===== src/rtl/paddle_ctrl_if.sv =====
// Button, control and paddle-position bundle for paddle_ctrl.
// master drives buttons/controls, slave returns positions.
interface paddle_ctrl_if;
  logic       p1_up;
  logic       p1_dn;
  logic       p2_up;
  logic       p2_dn;
  logic       ai_en;
  logic       hold;
  logic       recentre;
  logic [9:0] ball_y;
  logic [9:0] p_1;
  logic [9:0] p_2;
  logic       tick;
  logic [3:0] btn_db;

  modport master (
    output p1_up, p1_dn, p2_up, p2_dn,
    output ai_en, hold, recentre, ball_y,
    input  p_1, p_2, tick, btn_db
  );

  modport slave (
    input  p1_up, p1_dn, p2_up, p2_dn,
    input  ai_en, hold, recentre, ball_y,
    output p_1, p_2, tick, btn_db
  );
endinterface


===== src/rtl/paddle_ctrl.sv =====
// Pong paddle controller: button sync/debounce, tick divider,
// clamped human/AI paddle motion.
module paddle_ctrl #(
  parameter int TICK_DIV = 833333,
  parameter int DB_COUNT = 500000,
  parameter int PSTEP    = 4,
  parameter int AI_STEP  = 3,
  parameter int AI_DEAD  = 8,
  parameter int PHEIGHT  = 40,
  parameter int Y_MAX    = 480,
  parameter int Y_CENTRE = 240
) (
  input  logic          clk,
  input  logic          reset,
  paddle_ctrl_if.slave  bus
);

  localparam logic [19:0] TICK_LAST = 20'(TICK_DIV - 1);
  localparam logic [19:0] DB_LAST   = 20'(DB_COUNT - 1);

  // Comparisons use 11 bits so p - step / p + dead never wrap.
  localparam logic [10:0] L_PSTEP = 11'(PSTEP);
  localparam logic [10:0] L_AISTP = 11'(AI_STEP);
  localparam logic [10:0] L_DEAD  = 11'(AI_DEAD);
  localparam logic [10:0] L_LO    = 11'(PHEIGHT);
  localparam logic [10:0] L_HI    = 11'(Y_MAX - PHEIGHT);

  localparam logic [9:0] P_PSTEP = 10'(PSTEP);
  localparam logic [9:0] P_AISTP = 10'(AI_STEP);
  localparam logic [9:0] P_LO    = 10'(PHEIGHT);
  localparam logic [9:0] P_HI    = 10'(Y_MAX - PHEIGHT);
  localparam logic [9:0] P_MID   = 10'(Y_CENTRE);

  logic [3:0]  w_raw;
  logic [3:0]  r_sync1;
  logic [3:0]  r_sync2;
  logic [3:0]  r_db;
  logic [19:0] r_dbcnt [4];
  logic [19:0] r_tcnt;
  logic        w_tick;
  logic [9:0]  r_p1;
  logic [9:0]  r_p2;
  logic [9:0]  w_p1_nxt;
  logic [9:0]  w_p2_nxt;

  assign w_raw = {bus.p2_dn, bus.p2_up, bus.p1_dn, bus.p1_up};

  always_ff @(posedge clk or posedge reset) begin
    if (reset) begin
      r_sync1 <= '0;
      r_sync2 <= '0;
      r_db    <= '0;
      for (int i = 0; i < 4; i++) r_dbcnt[i] <= '0;
    end else begin
      r_sync1 <= w_raw;
      r_sync2 <= r_sync1;
      for (int i = 0; i < 4; i++) begin
        if (r_sync2[i] == r_db[i]) begin
          r_dbcnt[i] <= '0;
        end else if (r_dbcnt[i] == DB_LAST) begin
          r_db[i]    <= r_sync2[i];
          r_dbcnt[i] <= '0;
        end else begin
          r_dbcnt[i] <= r_dbcnt[i] + 20'd1;
        end
      end
    end
  end

  always_ff @(posedge clk or posedge reset) begin
    if (reset)
      r_tcnt <= '0;
    else if (r_tcnt == TICK_LAST)
      r_tcnt <= '0;
    else
      r_tcnt <= r_tcnt + 20'd1;
  end

  assign w_tick = (r_tcnt == TICK_LAST);

  function automatic logic [9:0] f_human(
    input logic [9:0] p,
    input logic       up,
    input logic       dn
  );
    logic [9:0] res;
    res = p;
    unique case ({up, dn})
      2'b10: res = ({1'b0, p} - L_PSTEP < L_LO) ?
                   P_LO : p - P_PSTEP;
      2'b01: res = ({1'b0, p} + L_PSTEP > L_HI) ?
                   P_HI : p + P_PSTEP;
      default: res = p;
    endcase
    return res;
  endfunction

  function automatic logic [9:0] f_ai(
    input logic [9:0] p,
    input logic [9:0] by
  );
    logic [9:0] res;
    res = p;
    if ({1'b0, by} > {1'b0, p} + L_DEAD)
      res = ({1'b0, p} + L_AISTP > L_HI) ?
            P_HI : p + P_AISTP;
    else if ({1'b0, by} + L_DEAD < {1'b0, p})
      res = ({1'b0, p} - L_AISTP < L_LO) ?
            P_LO : p - P_AISTP;
    return res;
  endfunction

  always_ff @(posedge clk or posedge reset) begin
    if (reset) begin
      r_p1 <= P_MID;
      r_p2 <= P_MID;
    end else begin
      r_p1 <= w_p1_nxt;
      r_p2 <= w_p2_nxt;
    end
  end

  // recentre beats hold, hold beats tick
  always_comb begin
    w_p1_nxt = r_p1;
    w_p2_nxt = r_p2;
    if (bus.recentre) begin
      w_p1_nxt = P_MID;
      w_p2_nxt = P_MID;
    end else if (!bus.hold && w_tick) begin
      w_p1_nxt = f_human(r_p1, r_db[0], r_db[1]);
      w_p2_nxt = bus.ai_en ? f_ai(r_p2, bus.ball_y)
                           : f_human(r_p2, r_db[2], r_db[3]);
    end
  end

  assign bus.p_1    = r_p1;
  assign bus.p_2    = r_p2;
  assign bus.tick   = w_tick;
  assign bus.btn_db = r_db;

endmodule


===== src/flat_wrapper.sv =====
// flat-port wrapper written by rule: the top's interface ports become plain ports
module paddle_ctrl_flat 
#(
  parameter int TICK_DIV = 833333,
  parameter int DB_COUNT = 500000,
  parameter int PSTEP    = 4,
  parameter int AI_STEP  = 3,
  parameter int AI_DEAD  = 8,
  parameter int PHEIGHT  = 40,
  parameter int Y_MAX    = 480,
  parameter int Y_CENTRE = 240
)
  (clk, reset, bus_p1_up, bus_p1_dn, bus_p2_up, bus_p2_dn, bus_ai_en, bus_hold, bus_recentre, bus_ball_y, bus_p_1, bus_p_2, bus_tick, bus_btn_db);
  paddle_ctrl_if bus_i ();
  input  logic clk;
  input  logic reset;
  input wire logic [$bits(bus_i.p1_up)-1:0] bus_p1_up;
  input wire logic [$bits(bus_i.p1_dn)-1:0] bus_p1_dn;
  input wire logic [$bits(bus_i.p2_up)-1:0] bus_p2_up;
  input wire logic [$bits(bus_i.p2_dn)-1:0] bus_p2_dn;
  input wire logic [$bits(bus_i.ai_en)-1:0] bus_ai_en;
  input wire logic [$bits(bus_i.hold)-1:0] bus_hold;
  input wire logic [$bits(bus_i.recentre)-1:0] bus_recentre;
  input wire logic [$bits(bus_i.ball_y)-1:0] bus_ball_y;
  output wire logic [$bits(bus_i.p_1)-1:0] bus_p_1;
  output wire logic [$bits(bus_i.p_2)-1:0] bus_p_2;
  output wire logic [$bits(bus_i.tick)-1:0] bus_tick;
  output wire logic [$bits(bus_i.btn_db)-1:0] bus_btn_db;
  assign bus_i.p1_up = bus_p1_up;
  assign bus_i.p1_dn = bus_p1_dn;
  assign bus_i.p2_up = bus_p2_up;
  assign bus_i.p2_dn = bus_p2_dn;
  assign bus_i.ai_en = bus_ai_en;
  assign bus_i.hold = bus_hold;
  assign bus_i.recentre = bus_recentre;
  assign bus_i.ball_y = bus_ball_y;
  assign bus_p_1 = bus_i.p_1;
  assign bus_p_2 = bus_i.p_2;
  assign bus_tick = bus_i.tick;
  assign bus_btn_db = bus_i.btn_db;
  paddle_ctrl #(.TICK_DIV(TICK_DIV), .DB_COUNT(DB_COUNT), .PSTEP(PSTEP), .AI_STEP(AI_STEP), .AI_DEAD(AI_DEAD), .PHEIGHT(PHEIGHT), .Y_MAX(Y_MAX), .Y_CENTRE(Y_CENTRE)) u_core (.clk(clk), .reset(reset), .bus(bus_i));
endmodule

===== config.mk =====
export PLATFORM = sky130hd
export DESIGN_NAME = paddle_ctrl_flat
export DESIGN_NICKNAME = d
export VERILOG_FILES = /design/src/rtl/paddle_ctrl_if.sv /design/src/rtl/paddle_ctrl.sv /design/src/flat_wrapper.sv
export SDC_FILE = /design/constraint.sdc
export NUM_CORES = 1
export LEC_CHECK = 0
export CORE_MARGIN = 2
export CORE_UTILIZATION = 30
export CTS_CLUSTER_SIZE = 14
export DETAILED_ROUTE_END_ITERATION = 7
export PLACE_DENSITY = 0.46
export RECOVER_POWER = 25
export SLEW_MARGIN = 20
export SYNTH_ARGS = -nofsm -noshare
export SYNTH_HDL_FRONTEND = slang
export SYNTH_SLANG_ARGS = --single-unit

===== constraint.sdc =====
create_clock -name clk -period 4.7 [get_ports clk]
set_input_delay 0.705 -clock clk [delete_from_list [all_inputs] [get_ports clk]]
set_output_delay 0.705 -clock clk [all_outputs]
set_load 0.005 [all_outputs]

**Yosys cells after proc, flatten, opt, wreduce, memory -nomap -nowiden**

Index checks and enable logic that the tools add are counted.

- Flip-flop bits (word level): 132
- Output and inout bits: 25
- Bits of input ports: 19

- Muxes and demuxes: 24
- Bitwise operators: 4
- Reductions and logical operators: 11
- Order comparisons: 8
- Eq/ne operators: 14
- Add/sub/neg operators: 19

Operators with widths:

| operator | count |
|---|---|
| $mux W20 | 9 |
| $mux W10 | 13 |
| $add A20 B1 Y20 const B | 5 |
| $eq A20 B19 Y1 const B | 4 |
| $pmux W10 S2 | 2 |
| $gt A11 B9 Y1 const B | 3 |
| $lt A11 B6 Y1 const B | 3 |
| $add A10 B3 Y11 const B | 2 |
| $add A10 B4 Y11 const B | 2 |
| $sub A10 B3 Y11 const B | 2 |
| $add A10 B3 Y10 const B | 2 |
| $eq A20 B20 Y1 const B | 1 |
| $sub A10 B3 Y10 const B | 2 |
| $add A10 B2 Y11 const B | 1 |
| $gt A10 B11 Y1 | 1 |
| $lt A11 B10 Y1 | 1 |
| $sub A10 B2 Y11 const B | 1 |
| $add A10 B2 Y10 const B | 1 |
| $reduce_and A2 Y1 | 5 |
| $sub A10 B2 Y10 const B | 1 |
| $eq A1 B1 Y1 | 4 |
| $eq A2 B1 Y1 const B | 2 |
| $eq A2 B2 Y1 const B | 2 |
| $ne A4 B1 Y1 const B | 1 |
| 7 further kinds | 10 |

**Depth between registers and ports, before layout**

- Depth in word-level cells: 8
- Depth in mapped cells: 15

**Least setup slack after synthesis**

OpenSTA, ideal clock, no wires.

- Path type: register to register
- From: register u_core.r_p2[7], in the netlist u_core.bus.p_2[7]
- To: register u_core.r_p2[7], in the netlist u_core.bus.p_2[7]
- Stages on the path, launching flop included: 15
- Arrival: 3,209 ps
- Path slack: 1,402 ps
- Path through: dfstp_2 -> buf_2 -> buf_1 -> inv_1 -> nor4_1 -> xnor2_1 -> ha_1 -> nand3_1 -> or3_1 -> o31ai_1 -> a21oi_1 -> clkbuf_1 -> or3_1 -> nand4_1 -> a32oi_1

- Word-level cells in the longest chain between the ends: 8
- Elaborated cells between the ends (all ways): 27

RTL lines:

| element | line | source |
|---|---|---|
| from (decl) | paddle_ctrl.sv:42 | `logic [9:0] r_p2;` |
| from (signal assigned) | paddle_ctrl.sv:119 | `r_p2 <= w_p2_nxt;` |
| $sub A10 B2 Y11 | paddle_ctrl.sv:108 | `res = ({1'b0, p} - L_AISTP < L_LO) ?` |
| $lt A11 B6 Y1 | paddle_ctrl.sv:108 |  |
| $mux W10 | paddle_ctrl.sv:108 |  |
| $mux W10 | paddle_ctrl.sv:107 | `else if ({1'b0, by} + L_DEAD < {1'b0, p})` |
| $mux W10 | paddle_ctrl.sv:104 | `if ({1'b0, by} > {1'b0, p} + L_DEAD)` |
| $mux W10 | paddle_ctrl.sv:132 | `w_p2_nxt = bus.ai_en ? f_ai(r_p2, bus.ball_y)` |
| $mux W10 | paddle_ctrl.sv:130 | `end else if (!bus.hold && w_tick) begin` |
| $mux W10 | paddle_ctrl.sv:127 | `if (bus.recentre) begin` |

Parallel ways exist; a longest one is shown, timed or not. The select of a mux whose other input is x is not followed.
A chain may end at the register's enable or synchronous reset.

**Worst setup path in the final report**

- From: register u_core.r_p2[4], in the netlist u_core.bus.p_2[4]
- To: register u_core.r_p2[3], in the netlist u_core.bus.p_2[3]

Same word-level chain as after synthesis.

==> results_dict.tcl <==
set metrics [dict create \
    worstSkewPairLatency_ns 0.42 \
    grt_pass1_wl_mm 36.8 \
    synthArstFlopShare_pct 100 \
    design_area_um2 10100 \
    cts-root-buf "clkbuf_16" \
    ctsHoldBuffers 0 \
    yosysSeqAreaShare_pct 37.7 \
    placed_cell_area_um2 9440 \
    slew_headroom_pct -34.5 \
    syn_avg_cell_area_um2 8.85 \
    die_h_um 174 \
    crit_chain "inv_1, ha_1, inv_1, ha_1, a22o_1, o41ai_1, a21oi_1, a211oi_2, a31oi_1, o22a_1" \
    wl_mm 22.4 \
    setup_viol 0 \
    grt_pass1_vias 6995 \
    numCtsBuffers 17 \
    crit_required_ns 5.01 \
    worst_setup_path_end_kind "register" \
    num_rows 62 \
    clock-sinks 130 \
    tritoncts "built" \
    hold_viol_final 0 \
    final.setup.tns_ns 0 \
    power.density_nw_per_um2 306 \
    syn_to_final_growth_pct 16.3 \
    fmax_ghz 0.246 \
    worst_slack_ns 0.631 \
    rsz0062_at_grt "no" \
    postSynthCellCount 979 \
    status "complete, but fails checks" \
    drc 0 \
    path_buf_inv 2 \
    dr.first_iter.drc_count 535 \
    routabilityCongestion 0.844 \
    cts.repair.resized 0 \
    final_antenna_net_count 0 \
    hold_class "register to register" \
    vias_per_cell 5.15 \
    grt-ovfl-total 0 \
    cp_slowest_cell "a211oi_2" \
    num_vias 7226 \
    min_period_ns 4.07 \
    io_buffers 41 \
    cts_setup_buffers 0 \
    mostFrequentLayoutCells "nor2_1, dfrtp_1, nand2_1" \
    fin_skew_ns 0.00978 \
    start_util_pct 30.3 \
    slew_viol_final 92 \
    cts.clk_slew.worst_paths_ns 0.07 \
    crit_fanout 20 \
    crit_arrival_ns 4.38 \
    critPathMaxStageDelay_ns 0.81 \
    drive_above_1_share_pct 8.82 \
    period_share_pct 86.6 \
    cts.path.max_buffers 2 \
    ys.flop_type "dfrtp_1" \
    cpLargestDelayFamily "compound AO/OA/AOI/OAI gates" \
    nNetsFinal 1064 \
    final_common_cell "nor2_1" \
    holdPathStages 0 \
    track_usage_pct 14.9 \
    netlist-cell-type-count 92 \
    dieWidth_um 174 \
    hpwl_mm 15.8 \
    syn_area_um2 8660 \
    antenna_cells 0 \
    violations "capacitance limit, slew limit" \
    cts.htree.levels 4 \
    p_leak_nw 4.16 \
    worst_pin_slew_ns 2.01 \
    synth-edff-count 0 \
    irDropWorstVdd_mv 0.211 \
    core_area_um2 28500 \
    dpl_worst_slack_ns 0.606 \
    whs_ns 0.345 \
    yosys_register_bits 130 \
    start_kind "register" \
    ys_warn_count 0 \
    wl_per_cell_um 16.0 \
    drv_cap 1 \
    critPathKind "register to register" \
    grt_max_degree 92 \
    firstDrtPassIters 5 \
    ff2ff_path_depth 10 \
    cp_num_cells 10 \
    antenna_found_initial 0 \
    die-area_um2 30200 \
    pin_count 44 \
]
## cells by family (layout without fill, tap and decap cells)
group / count (synthesis) / count (layout) / synth area share [%]
and+or+nand+nor: 427 / 427 / 25.2
AOI/OAI and AO/OA: 177 / 177 / 15.2
DFF: 130 / 130 / 37.7
xor gates and xnor gates: 115 / 115 / 11.6
buffers and inverters: 86 / 126 / 4.22
adders and majority gates: 38 / 38 / 5.49
muxes: 5 / 5 / 0.636
other: 1 / 2 / 0.0433
## stage by stage
stage	util, %	power [mW]	cells
after floorplan	-	1.51	980
after global placement	33.1	1.67	1372
after detailed placement	33.1	1.66	1372
after CTS	35.3	3.12	1404
after global routing	35.3	3.22	1404
final	35.3	3.08	1404
## worst register-to-register path: stages, from the launching register on
cell,delay (ns)
dfstp_2,0.78
inv_1,0.26
ha_1,0.34
inv_1,0.04
ha_1,0.31
a22o_1,0.25
o41ai_1,0.61
a21oi_1,0.23
a211oi_2,0.81
a31oi_1,0.08
o22a_1,0.24
## registers in the layout, summed over array words and instances (netlist names)
signal	flops
u_core.r_sync2	4
u_core.r_sync1	4
u_core.r_tcnt	20
u_core.bus.p_2	10
u_core.bus.p_1	8
u_core.bus.btn_db	4
u_core.r_dbcnt	80
## worst paths after layout
check,from,slack [ns],end
max in group asynchronous,reset,2.20,u_core.r_dbcnt[18]
max,u_core.bus.p_2[4],0.63,u_core.bus.p_2[3]
min reg2reg,u_core.r_sync1[2],0.34,u_core.r_sync2[2]
min,u_core.r_sync1[2],0.34,u_core.r_sync2[2]
max reg2reg,u_core.bus.p_2[4],0.63,u_core.bus.p_2[3]
min in group asynchronous,reset,1.37,u_core.bus.btn_db[2]
## where the power goes
group          switching, mW  internal [mW]  total (mW)  leakage [nW]
logic                  0.273          0.181       0.454          2.12
registers             0.0501           1.14        1.19          1.74
clock network          0.536          0.897        1.43         0.302
## cells in the mapped netlist (5+ instances only)
library cell,count,area share (%)
nor2_1,130,5.6
dfrtp_1,122,35
nand2_1,71,3.1
nand3_1,59,3.4
xor2_1,59,6.0
xnor2_1,56,5.7
inv_1,41,1.8
a21oi_1,40,2.3
ha_1,38,5.5
nor3_1,27,1.6
o21ai_0,27,1.6
and3_1,23,1.7
clkbuf_1,21,0.91
nand4_1,18,1.3
buf_2,14,0.81
nor4_1,13,0.94
or3_1,13,0.94
or2_2,12,0.87
o31ai_1,9,0.78
dfstp_2,8,2.4
and2_1,7,0.51
o211ai_1,7,0.61
a211oi_1,6,0.52
a21o_1,6,0.52
a31oi_1,6,0.43
a21boi_0,5,0.43
and4_1,5,0.51
buf_1,5,0.22
nand2b_1,5,0.36
nor2b_1,5,0.36
or4_1,5,0.43
## area by class of cell
class | instances | area [um2]
Clock inverter | 14 | 205
Sequential cell | 130 | 3260
Tap cell | 384 | 480
Multi-Input combinational cell | 764 | 5040
Fill cell | 2989 | 18500
Clock buffer | 18 | 429
Timing Repair Buffer | 52 | 493
Inverter | 42 | 161
## metal layers
layer,vias up,global-route usage [%],wire length (um)
met5,-,0,0
met4,0,5.29,505
met3,36,2.73,881
met2,158,23.4,10200
met1,3482,20.6,10900
li1,3550,-,-
(Power assumes the default switching activity.)
==> variant: new RTL, config.mk and constraints unchanged <==
Reset style: synchronous (`reset`), changed in 3 clocked blocks.
--- a/src/rtl/paddle_ctrl.sv
+++ b/src/rtl/paddle_ctrl.sv
@@ -46,5 +46,5 @@
   assign w_raw = {bus.p2_dn, bus.p2_up, bus.p1_dn, bus.p1_up};
 
-  always_ff @(posedge clk or posedge reset) begin
+  always_ff @(posedge clk) begin
     if (reset) begin
       r_sync1 <= '0;
@@ -68,5 +68,5 @@
   end
 
-  always_ff @(posedge clk or posedge reset) begin
+  always_ff @(posedge clk) begin
     if (reset)
       r_tcnt <= '0;
@@ -111,5 +111,5 @@
   endfunction
 
-  always_ff @(posedge clk or posedge reset) begin
+  always_ff @(posedge clk) begin
     if (reset) begin
       r_p1 <= P_MID;
Formal check against the unedited RTL: no difference found for any inputs over 10 cycles, from zero or initial values and one cycle with reset high; that may be too few to reach the edited logic, so the function may still have changed.
==> variant against the original RTL <==
Sequential share of layout area grew 1.0 points. Worst setup slack gained 0.27 ns. Sequential cell count is the same. Synthesized cell count shrank 1.8%. Die area shrank 0.97%. First-iteration DRC count shrank 7.5%. Global-route usage shrank 0.89 points. Synthesized area shrank 1.0%. Design area grew 1.0%. Routed wire length shrank 8.0%. Critical endpoint is now u_core.bus.p_2[8].
Power is not compared: it rests on default switching activity, and its combinational part moved more than twofold at a synthesized area within 25%.
==> variant: results (changes against the original RTL) <==
slowest CP cell clkbuf_1 (was a211oi_2); multiplexer share of the synthesized area 0.0109 (was 0.00636); EDFF count, synth 80 (was 0); Yosys cell types 81 (was 92); DP Area 9620 µm² (was 9440 µm²); H-tree depth 4 (unchanged); ranking of synthesized cells by area edfxtp_1, dfxtp_1, nor2_1 (was dfrtp_1, xor2_1, xnor2_1); max-slew violation count 0 (was 92); met2 WL 9020 µm (was 10200 µm); Hold WS 0.434 ns (was 0.345 ns); gr usage total 0.140 (was 0.149); post-synthesis compound-gate area fraction 0.115 (was 0.152); Nets 1124 (was 1064); GR Layer Usage met3 0.0286 (was 0.0273); share of the synthesized area in the top cell type 0.280 (was 0.352); met2 GRT Util 0.213 (was 0.234); fmax 263 MHz (was 246 MHz); Post-synth ARST share 0 (was 1.00); syn avg cell area 8.92 µm² (was 8.85 µm²); DR iter-0 viols 495 (was 535); WL per Instance 14.2 µm (was 16.0 µm); status finished clean (was complete, but fails checks); xor/xnor share of the synthesized area 0.119 (was 0.116); Synth Flop Type edfxtp_1 (was dfrtp_1); crit path kind reg2reg (unchanged); Hold Startpoint u_core.r_sync1[0] (was u_core.r_sync1[2]); largest net degree at the start of global routing 21 (was 92); # fillers 2933 (was 2989); Post-Synth Adder-Cell Area 0.0540 (was 0.0549); WL met3 832 µm (was 881 µm); IO Port Bufs 41 (unchanged); cell family with most CP delay simple AND/OR/NAND/NOR gates (was compound AO/OA/AOI/OAI gates); GRT met1 Usage 0.197 (was 0.206); drt total wl 20600 µm (was 22400 µm); layout cells sized above 1 0.0556 (was 0.0882); GP Congestion 0.863 (was 0.844); area delta synth->final 18.6% (was 16.3%); Worst Path Arrival 4.15 ns (was 4.38 ns); first-pass GRT wire length 34200 µm (was 36800 µm); Layout Skew 0.0138 ns (was 0.00978 ns); FF-to-FF setup slack 0.90 ns (was 0.63 ns); Post-DP HPWL 15200 µm (was 15800 µm); slowest stage delay, CP 0.58 ns (was 0.81 ns); setup bufs post-CTS 0 (unchanged); Vias 7065 (was 7226); r2r startpoint u_core.bus.p_2[5] (was u_core.bus.p_2[4]); Slew @ Worst Pin 0.787 ns (was 2.01 ns); WL met1 10400 µm (was 10900 µm); placed cell count 1427 (was 1372); pre-CTS setup slack 0.820 ns (was 0.606 ns); critical path peak fanout 14 (was 20); Synth top cells by count nor2_1, edfxtp_1, nand3_1 (was nor2_1, dfrtp_1, nand2_1); Seq/Total Area, Yosys 0.397 (was 0.377); number of global-route vias before repair 6641 (was 6995)
==> variant: cell count changes after synthesis, sizes merged, moves of 9 or more <==
cell	before	now
dfrtp	122	0
edfxtp	0	80
dfxtp	0	50
nor2	130	155
a21oi	40	28
nand2	71	59
nand4	19	29
and2	13	4
nand3	59	68
nor3	27	18
==> variant: final timing paths <==
check | end | depth (start not counted)
setup / recovery | u_core.bus.p_2[8] | 12
hold / removal | u_core.r_sync2[0] | 1
setup reg to reg | u_core.bus.p_2[8] | 12
hold reg to reg | u_core.r_sync2[0] | 1
==> variant: layout make-up <==
cell class	count	area, µm²	area share
Tap cell	378	473	0.0465
Inverter	40	150	0.0148
Sequential cell	130	3400	0.334
Timing Repair Buffer	51	467	0.0459
Clock inverter	13	140	0.0138
Multi-Input combinational cell	828	5110	0.502
Clock buffer	18	429	0.0422
==> variant: power by group <==
group / switching, mW / internal [mW]
registers: 0.0339 / 1.25
logic: 0.0819 / 0.0602
clock network: 0.509 / 0.776
